===== src/rtl/fft_pkg.sv =====
// Shared complex type, twiddle tables and saturation helpers for the pipelined radix-2 FFT.
`define FFT_CPLX_T(W) struct packed { logic signed [(W)-1:0] re; logic signed [(W)-1:0] im; }

package fft_pkg;

  localparam real TWO_PI = 6.283185307179586;

  function automatic int bitrev(input int idx, input int nbits);
    int r;
    r = 0;
    for (int b = 0; b < nbits; b++) begin
      if (((idx >> b) & 1) != 0) r = r | (1 << (nbits - 1 - b));
    end
    return r;
  endfunction

  // Quantise a real in [-1,1] to Q1.(tw-1); +1.0 clamps to the largest positive code.
  function automatic int tw_quant(input real v, input int tw);
    real s;
    int  q;
    int  hi;
    hi = (1 << (tw - 1)) - 1;
    s  = v * $itor(1 << (tw - 1));
    q  = (s >= 0.0) ? $rtoi(s + 0.5) : -$rtoi(-s + 0.5);
    if (q > hi) q = hi;
    if (q < -hi - 1) q = -hi - 1;
    return q;
  endfunction

  function automatic int tw_re(input int k, input int n, input int tw);
    return tw_quant($cos(TWO_PI * $itor(k) / $itor(n)), tw);
  endfunction

  function automatic int tw_im(input int k, input int n, input int tw);
    return tw_quant(-$sin(TWO_PI * $itor(k) / $itor(n)), tw);
  endfunction

  function automatic logic signed [63:0] sat(input logic signed [63:0] x, input int w);
    logic signed [63:0] hi;
    logic signed [63:0] lo;
    hi = (64'sd1 <<< (w - 1)) - 64'sd1;
    lo = -hi - 64'sd1;
    if (x > hi) return hi;
    if (x < lo) return lo;
    return x;
  endfunction

endpackage


===== src/rtl/fft_r2_bfly.sv =====
// Combinational DIF butterfly: a' = a+b, b' = (a-b)*W_N^TW_IDX, optional >>>1, saturating.
module fft_r2_bfly
  import fft_pkg::*;
#(
  parameter int DW       = 16,
  parameter int TW       = 16,
  parameter bit SCALE_EN = 1'b1,
  parameter int TW_IDX   = 0,
  parameter int N        = 8
) (
  input  logic signed [DW-1:0] a_re,
  input  logic signed [DW-1:0] a_im,
  input  logic signed [DW-1:0] b_re,
  input  logic signed [DW-1:0] b_im,
  output logic signed [DW-1:0] y0_re,
  output logic signed [DW-1:0] y0_im,
  output logic signed [DW-1:0] y1_re,
  output logic signed [DW-1:0] y1_im,
  output logic                 ovf
);

  localparam int SW = DW + 1;
  localparam int PW = SW + TW + 2;

  logic signed [SW-1:0] s_re, s_im, d_re, d_im;
  logic                 sum_ovf, dif_ovf;

  always_comb begin
    s_re = SW'(a_re) + SW'(b_re);
    s_im = SW'(a_im) + SW'(b_im);
    d_re = SW'(a_re) - SW'(b_re);
    d_im = SW'(a_im) - SW'(b_im);
    if (SCALE_EN) begin
      s_re = s_re >>> 1;
      s_im = s_im >>> 1;
      d_re = d_re >>> 1;
      d_im = d_im >>> 1;
    end
    y0_re   = DW'(sat(64'(s_re), DW));
    y0_im   = DW'(sat(64'(s_im), DW));
    sum_ovf = (SW'(y0_re) != s_re) | (SW'(y0_im) != s_im);
  end

  // W = 1 at k = 0, so that path skips the multiplier and stays exact.
  generate
    if (TW_IDX == 0) begin : g_bypass
      always_comb begin
        y1_re   = DW'(sat(64'(d_re), DW));
        y1_im   = DW'(sat(64'(d_im), DW));
        dif_ovf = (SW'(y1_re) != d_re) | (SW'(y1_im) != d_im);
      end
    end else begin : g_mult
      localparam logic signed [PW-1:0] WR  = PW'(tw_re(TW_IDX, N, TW));
      localparam logic signed [PW-1:0] WI  = PW'(tw_im(TW_IDX, N, TW));
      localparam logic signed [PW-1:0] RND = PW'(64'sd1 <<< (TW - 2));
      logic signed [PW-1:0] dre_w, dim_w, m_re, m_im;
      always_comb begin
        dre_w   = PW'(d_re);
        dim_w   = PW'(d_im);
        m_re    = (dre_w * WR - dim_w * WI + RND) >>> (TW - 1);
        m_im    = (dre_w * WI + dim_w * WR + RND) >>> (TW - 1);
        y1_re   = DW'(sat(64'(m_re), DW));
        y1_im   = DW'(sat(64'(m_im), DW));
        dif_ovf = (PW'(y1_re) != m_re) | (PW'(y1_im) != m_im);
      end
    end
  endgenerate

  assign ovf = sum_ovf | dif_ovf;

endmodule


===== src/rtl/fft_r2_pipe.sv =====
// Stage-pipelined parallel radix-2 DIF FFT: one N-point vector per cycle, valid/ready, sticky overflow.
module fft_r2_pipe
  import fft_pkg::*;
#(
  parameter int                   N             = 8,
  parameter int                   DW            = 16,
  parameter int                   TW            = 16,
  parameter logic [$clog2(N)-1:0] SCALE         = '1,
  parameter bit                   NATURAL_ORDER = 1'b1
) (
  input  logic          clk,
  input  logic          rst_n,
  input  logic          in_valid,
  output logic          in_ready,
  input  logic [N*DW-1:0] in_re,
  input  logic [N*DW-1:0] in_im,
  output logic          out_valid,
  input  logic          out_ready,
  output logic [N*DW-1:0] out_re,
  output logic [N*DW-1:0] out_im,
  output logic          ovf_sticky,
  input  logic          ovf_clr
);

  localparam int NS = $clog2(N);

  typedef `FFT_CPLX_T(DW) cplx_t;

  cplx_t           src [NS][N];
  cplx_t           nxt [NS][N];
  cplx_t           st  [NS][N];
  logic [NS-1:0]   st_v;
  logic [N/2-1:0]  bov [NS];
  logic            adv;
  logic            any_ovf;

  assign out_valid = st_v[NS-1];
  assign adv       = ~out_valid | out_ready;
  assign in_ready  = adv;

  generate
    for (genvar s = 0; s < NS; s++) begin : g_stage
      localparam int L = N >> s;
      localparam int H = L / 2;

      for (genvar n = 0; n < N; n++) begin : g_src
        if (s == 0) begin : g_in
          assign src[s][n] = {in_re[n*DW +: DW], in_im[n*DW +: DW]};
        end else begin : g_prev
          assign src[s][n] = st[s-1][n];
        end
      end

      // Butterfly b pairs (I, I+H) inside its L-block; twiddle index is p<<s.
      for (genvar b = 0; b < N/2; b++) begin : g_bf
        localparam int P = b % H;
        localparam int I = (b / H) * L + P;
        localparam int J = I + H;
        logic signed [DW-1:0] y0r, y0i, y1r, y1i;
        fft_r2_bfly #(
          .DW      (DW),
          .TW      (TW),
          .SCALE_EN(SCALE[s]),
          .TW_IDX  (P << s),
          .N       (N)
        ) u_bfly (
          .a_re (src[s][I].re),
          .a_im (src[s][I].im),
          .b_re (src[s][J].re),
          .b_im (src[s][J].im),
          .y0_re(y0r),
          .y0_im(y0i),
          .y1_re(y1r),
          .y1_im(y1i),
          .ovf  (bov[s][b])
        );
        assign nxt[s][I] = {y0r, y0i};
        assign nxt[s][J] = {y1r, y1i};
      end
    end
  endgenerate

  // Only butterflies fed by a valid vector may raise the sticky flag.
  always_comb begin
    any_ovf = 1'b0;
    for (int s = 0; s < NS; s++) begin
      if (s == 0) any_ovf = any_ovf | (in_valid & (|bov[s]));
      else        any_ovf = any_ovf | (st_v[s-1] & (|bov[s]));
    end
  end

  always_ff @(posedge clk) begin
    if (!rst_n) begin
      st_v       <= '0;
      ovf_sticky <= 1'b0;
      for (int s = 0; s < NS; s++)
        for (int n = 0; n < N; n++)
          st[s][n] <= '0;
    end else begin
      if (adv) begin
        st_v <= {st_v[NS-2:0], in_valid};
        for (int s = 0; s < NS; s++)
          for (int n = 0; n < N; n++)
            st[s][n] <= nxt[s][n];
      end
      if (adv && any_ovf)
        ovf_sticky <= 1'b1;
      else if (ovf_clr)
        ovf_sticky <= 1'b0;
    end
  end

  // DIF leaves bin k at position bitrev(k) of the last stage.
  generate
    for (genvar k = 0; k < N; k++) begin : g_out
      localparam int POS = NATURAL_ORDER ? bitrev(k, NS) : k;
      assign out_re[k*DW +: DW] = st[NS-1][POS].re;
      assign out_im[k*DW +: DW] = st[NS-1][POS].im;
    end
  endgenerate

endmodule


===== config.mk =====
export PLATFORM = sky130hd
export DESIGN_NAME = fft_r2_pipe
export DESIGN_NICKNAME = d
export VERILOG_FILES = /design/src/rtl/fft_pkg.sv /design/src/rtl/fft_r2_bfly.sv /design/src/rtl/fft_r2_pipe.sv
export SDC_FILE = /design/constraint.sdc
export NUM_CORES = 2
export LEC_CHECK = 0
export CAP_MARGIN = 5
export CORE_ASPECT_RATIO = 0.9
export CORE_MARGIN = 2
export CORE_UTILIZATION = 55
export DETAILED_ROUTE_END_ITERATION = 8
export HOLD_SLACK_MARGIN = 0.06
export PLACE_DENSITY = 0.84
export SYNTH_ARGS = -nofsm -noshare
export SYNTH_HDL_FRONTEND = slang
export SYNTH_HIERARCHICAL = 1
export SYNTH_SLANG_ARGS = --single-unit

===== constraint.sdc =====
create_clock -name clk -period 33.8 [get_ports clk]
set_input_delay 5.07 -clock clk [delete_from_list [all_inputs] [get_ports clk]]
set_output_delay 5.07 -clock clk [all_outputs]
set_load 0.01 [all_outputs]

Yosys cells after proc, flatten, opt, wreduce, memory -nomap -nowiden
Memory sizes are Yosys's and may differ from the RTL's.
Cells that the tools add are included.
W data, S select, Z words.
{"block": "classes", "reduce_logical": 5, "muxes": 366, "add_sub_neg": 71, "eq_ne": 48, "magnitude_cmp": 96, "n_bitwise": 67, "n_mul": 6}
{"operator": "$mux W16", "n": 192}
{"operator": "$mux W32", "n": 24}
{"operator": "$gt A16 B16 Y1 const B", "n": 38}
{"operator": "$lt A16 B16 Y1 const B", "n": 38}
{"operator": "$ne A16 B16 Y1", "n": 38}
{"operator": "$add A16 B16 Y17", "n": 24}
{"operator": "$sub A16 B16 Y17", "n": 24}
{"operator": "$add A35 B16 Y35 const B", "n": 10}
{"operator": "$gt A20 B16 Y1 const B", "n": 10}
{"operator": "$lt A20 B16 Y1 const B", "n": 10}
{"operator": "$ne A16 B20 Y1", "n": 10}
{"operator": "$mul A16 B15 Y31 const B", "n": 6}
{"operator": "$mux W1", "n": 150}
{"operator": "$neg A16 Y20", "n": 6}
{"operator": "$sub A1 B35 Y35 const A", "n": 3}
{"operator": "$add A35 B35 Y35", "n": 2}
{"operator": "$sub A35 B35 Y35", "n": 2}
{"operator": "$or A1 B1 Y1", "n": 63}
{"operator": "$reduce_or A4 Y1", "n": 3}
{"operator": "$and A1 B1 Y1", "n": 3}
{"operator": "$reduce_bool A2 Y1", "n": 1}
{"operator": "$logic_and A1 B1 Y1", "n": 1}
{"operator": "$not A1 Y1", "n": 1}
{"block": "word_totals", "word_cells": 662, "regBits": 4, "n_memories": 1, "mem_bits_rw": 768, "in_bits": 261}
{"name": "st", "words": 3, "word_bits": 256, "rd": 3, "rd_ports_with_merged_regs": 0, "write_ports": 3, "line_no": "fft_r2_pipe.sv:31", "rtl": "cplx_t st [NS][N];"}

Depth between registers and ports, before layout
An unclocked memory read counts as a cell.
{"block": "logic_depth", "depth_word": 19, "mapped_depth": 52, "depth_no_buf": 50}

Cells and area by module
Netlist, hierarchy kept.
{"module": "fft_r2_pipe", "n_inst": 1, "seq_area_each_um2": 23142.2, "area_per_inst_um2": 28801.4, "cells_each": 1728}
{"module": "fft_r2_bfly (g_stage[0].g_bf[1].u_bfly)", "n_inst": 1, "seq_area_each_um2": 0.0, "area_per_inst_um2": 24553.5, "cells_each": 2820}
{"module": "fft_r2_bfly (g_stage[0].g_bf[3].u_bfly)", "n_inst": 1, "seq_area_each_um2": 0.0, "area_per_inst_um2": 16986.3, "cells_each": 1998}
{"module": "fft_r2_bfly (g_stage[1].g_bf[1].u_bfly ...)", "n_inst": 2, "seq_area_each_um2": 0.0, "area_per_inst_um2": 4290.4, "cells_each": 615}
{"module": "fft_r2_bfly (g_stage[2].g_bf[1].u_bfly ...)", "n_inst": 2, "seq_area_each_um2": 0.0, "area_per_inst_um2": 3228.1, "cells_each": 468}
{"module": "fft_r2_bfly (g_stage[1].g_bf[0].u_bfly ...)", "n_inst": 2, "seq_area_each_um2": 0.0, "area_per_inst_um2": 2997.9, "cells_each": 426}
{"module": "fft_r2_bfly (g_stage[0].g_bf[2].u_bfly)", "n_inst": 1, "seq_area_each_um2": 0.0, "area_per_inst_um2": 4769.6, "cells_each": 665}
{"module": "fft_r2_bfly (g_stage[2].g_bf[3].u_bfly)", "n_inst": 1, "seq_area_each_um2": 0.0, "area_per_inst_um2": 3260.6, "cells_each": 466}
{"module": "fft_r2_bfly (g_stage[2].g_bf[0].u_bfly)", "n_inst": 1, "seq_area_each_um2": 0.0, "area_per_inst_um2": 3218.1, "cells_each": 468}
{"module": "fft_r2_bfly (g_stage[0].g_bf[0].u_bfly)", "n_inst": 1, "seq_area_each_um2": 0.0, "area_per_inst_um2": 3069.2, "cells_each": 442}

Least setup slack after synthesis
Ideal clock, no wire load.
{"block": "synth_timing", "path_type": "in2reg", "from": "in rst_n", "to": "mem st[0][0] (netlist bit) (enable)", "arrival_ns": 17.789, "slack_ns": 10.602, "t_required_ns": 28.391, "setup_ns": 5.409, "stages": 3, "n_path_buf": 2, "path_cell_list": "buf_2 > clkbuf_1 > nand2_1"}
{"element": "start, declared", "line_no": "fft_r2_pipe.sv:12", "rtl": "input logic rst_n,"}
{"element": "end, declared", "line_no": "fft_r2_pipe.sv:31"}

==> reports/results.ini <==
[outcome]
status = finished, final reports clean

[floorplan]
die_x_um = 466
die_y_um = 420
die_area_um2 = 196000
start_util_pct = 55.4
coreArea_um2 = 191000
fp-row-count = 152
io_pins = 520

[routing]
antenna_left = 0
drtPass1Iterations = 7
drt_iter0_markers = 9217
wl_per_cell_um = 21.9
vias = 86200
drc = 0
wirelength_mm = 316
post_drt_via_cell_ratio = 5.99

[critical_path]
path_class = primary input to flip-flop
cp_data_required_time_ns = 34.35
cp_max_fo = 16
critPathSlowestCell = xor2_1
max_stage_delay_ns = 0.74
setup.worst_path.start_class = primary input
worstSetupEndpointType = flip-flop
crit_buf_inv = 6
cp.arrival_ns = 18.24
cp_top_family = compound AO/OA/AOI/OAI gates

[clocking]
cts_sinks = 772
insertion_delay_ns = 0.70
holdBufCountCts = 0
cts_tree = done
numCtsBuffers = 84
cts_setup_buffers = 0
clock-root-buffer = clkbuf_16
h-tree-depth = 3
clkTransAtPathRegs_ns = 0.07
clockBufferDepth = 3
ctsResizeCount = 0

[sta]
layout_min_cycle_time_ns = 17.69
skew_ns = 0.0584
setup_tns_ns = 0
hold_viol = 0
worst_pin_slew_ns = 1.44
rsz0062_at_grt = no
slew_violations = 0
fin_crit_sh_pct = 52.4
max_freq_mhz = 56.5
finalSetupViolCount = 0
slew_headroom_pct = 3.29
layout_setup_ws_ns = 16.11

[synthesis]
synth_commonest_cells = 1,684 x ha_1, 1,662 x inv_1, 829 x and3_1, 768 x edfxtp_1, 741 x xnor2_1
post-synth-top-count-cell = ha_1
synth_cell_types = 153
yosysSeqAreaShare_pct = 21.9
synth_top_area_cell = edfxtp_1
netlist_instances = 11600
yosys_warnings = 6
synth_area_um2 = 106000
synthTopCellsByArea = edfxtp_1 22%, ha_1 20%, fa_1 10%
async_flop_share_pct = 0
synth-edff-count = 768
ys_seq_elements = 772
synth_top_area_share_pct = 21.8
syn_avg_cell_area_um2 = 9.11
synth_ff_type = edfxtp_1

[finish]
design_area_um2 = 115000
fill_cells = 15900
layout-drive-gt1-share_pct = 4.25
area_growth_pct = 9.04
final_nets = 14300

[placed_design]
io_buffers = 519
gp_congestion = 1.04
dp_hpwl_mm = 264
placed_cell_area_um2 = 112000
place_ws_ns = 15.62

[global_routing]
grt_overflow_total = 0
antenna_found_initial = 41
grt_pass1_vias = 82500
grt_max_degree = 279
grt_pass1_wl_mm = 480
grt_usage_pct = 31.3

[flow_run]
maxCapViolations = 0

[worst_hold_path]
worst_hold_path_type = flip-flop to flip-flop

## layer usage
layer	global-route usage [%]	vias to the layer above	part of all wire [%]
met5	0	-	0.048
met4	13.4	20	4.7
met3	4.72	579	8.2
met2	47.8	3494	43
met1	44.1	41700	44
li1	-	40500	-
## kinds of logic (layout without fill, tap and decap cells)
group           count (synthesis)  after routing  synth area share [%]
xor+xnor                     1022           1022                  8.54
mux                            42             42                 0.405
flops                         772            772                  21.9
buf+inv                      2183           2412                  8.21
fa+ha+maj                    2229           2229                  30.2
compound gates               2387           2387                  15.7
other cells                     9             27                0.0320
simple gates                 2961           2961                  15.1
## final timing paths
check,from,end,slack [ns],cells after the start
worst max-delay path,in_im[113],ovf_sticky,16.11,47
worst min-delay path,st_v[0],st_v[0],0.49,2
worst max register to register,st[0][194],ovf_sticky,27.93,15
worst min register to register,st_v[0],st_v[0],0.49,2
## cells in the final DEF (no fill, tap or decap), types with 131 or more instances in the layout
cell,netlist,layout
nor3_1,206,206
nor2b_1,139,139
nor2_1,663,662
o21bai_1,154,154
o21ai_0,318,318
ha_1,1684,1684
nand2b_1,131,131
inv_1,1662,1662
xnor2_1,741,734
a21o_1,225,225
edfxtp_1,768,768
nand2_1,397,396
clkdlybuf4s50_1,0,518
and3_1,829,829
xor2_1,275,274
fa_1,538,538
a21oi_1,715,715
## cell type report
| type | count | area, um2 | share of cell area [%] |
|---|---|---|---|
| Clock inverter | 53 | 706 | 0.612 |
| Sequential cell | 772 | 23100 | 20.1 |
| Multi-Input combinational cell | 8651 | 74000 | 64.2 |
| Timing Repair Buffer | 576 | 5660 | 4.91 |
| Antenna cell | 17 | 42.5 | 0.0369 |
| Inverter | 1687 | 6350 | 5.51 |
| Clock buffer | 96 | 2210 | 1.92 |
| Tap cell | 2541 | 3180 | 2.76 |
## worst register-to-register path, stage by stage (launching register included)
cell and delay (ns):
edfxtp_1 0.42, ha_1 0.44, a21oi_1 0.23, o21ai_0 0.22
xnor2_1 0.88, and4_4 0.43, and4_4 0.25, or3b_4 0.43
nor4b_2 0.37, o21a_1 0.22, nor3_1 0.10, nor3_1 0.22
o211ai_1 0.31, o41ai_1 0.82, nand3_1 0.15, a31o_2 0.29
## registers in the layout, indices dropped and copies added, names as in the netlist
| signal | flops |
|---|---|
| st | 768 |
| st_v | 3 |
| ovf_sticky | 1 |
## per-stage QoR
step	hold WS, ns	cells	util (%)
2_1_floorplan	0.454	11600	-
3_3_place_gp	0.475	14200	58.9
3_5_place_dp	0.480	14200	58.9
4_1_cts	0.488	14400	60.4
5_1_grt	0.529	14400	60.4
6_report	0.490	14400	60.4
Power is not shown: default switching activity piles up to over one toggle a cycle in this logic, so the estimate is an artifact.
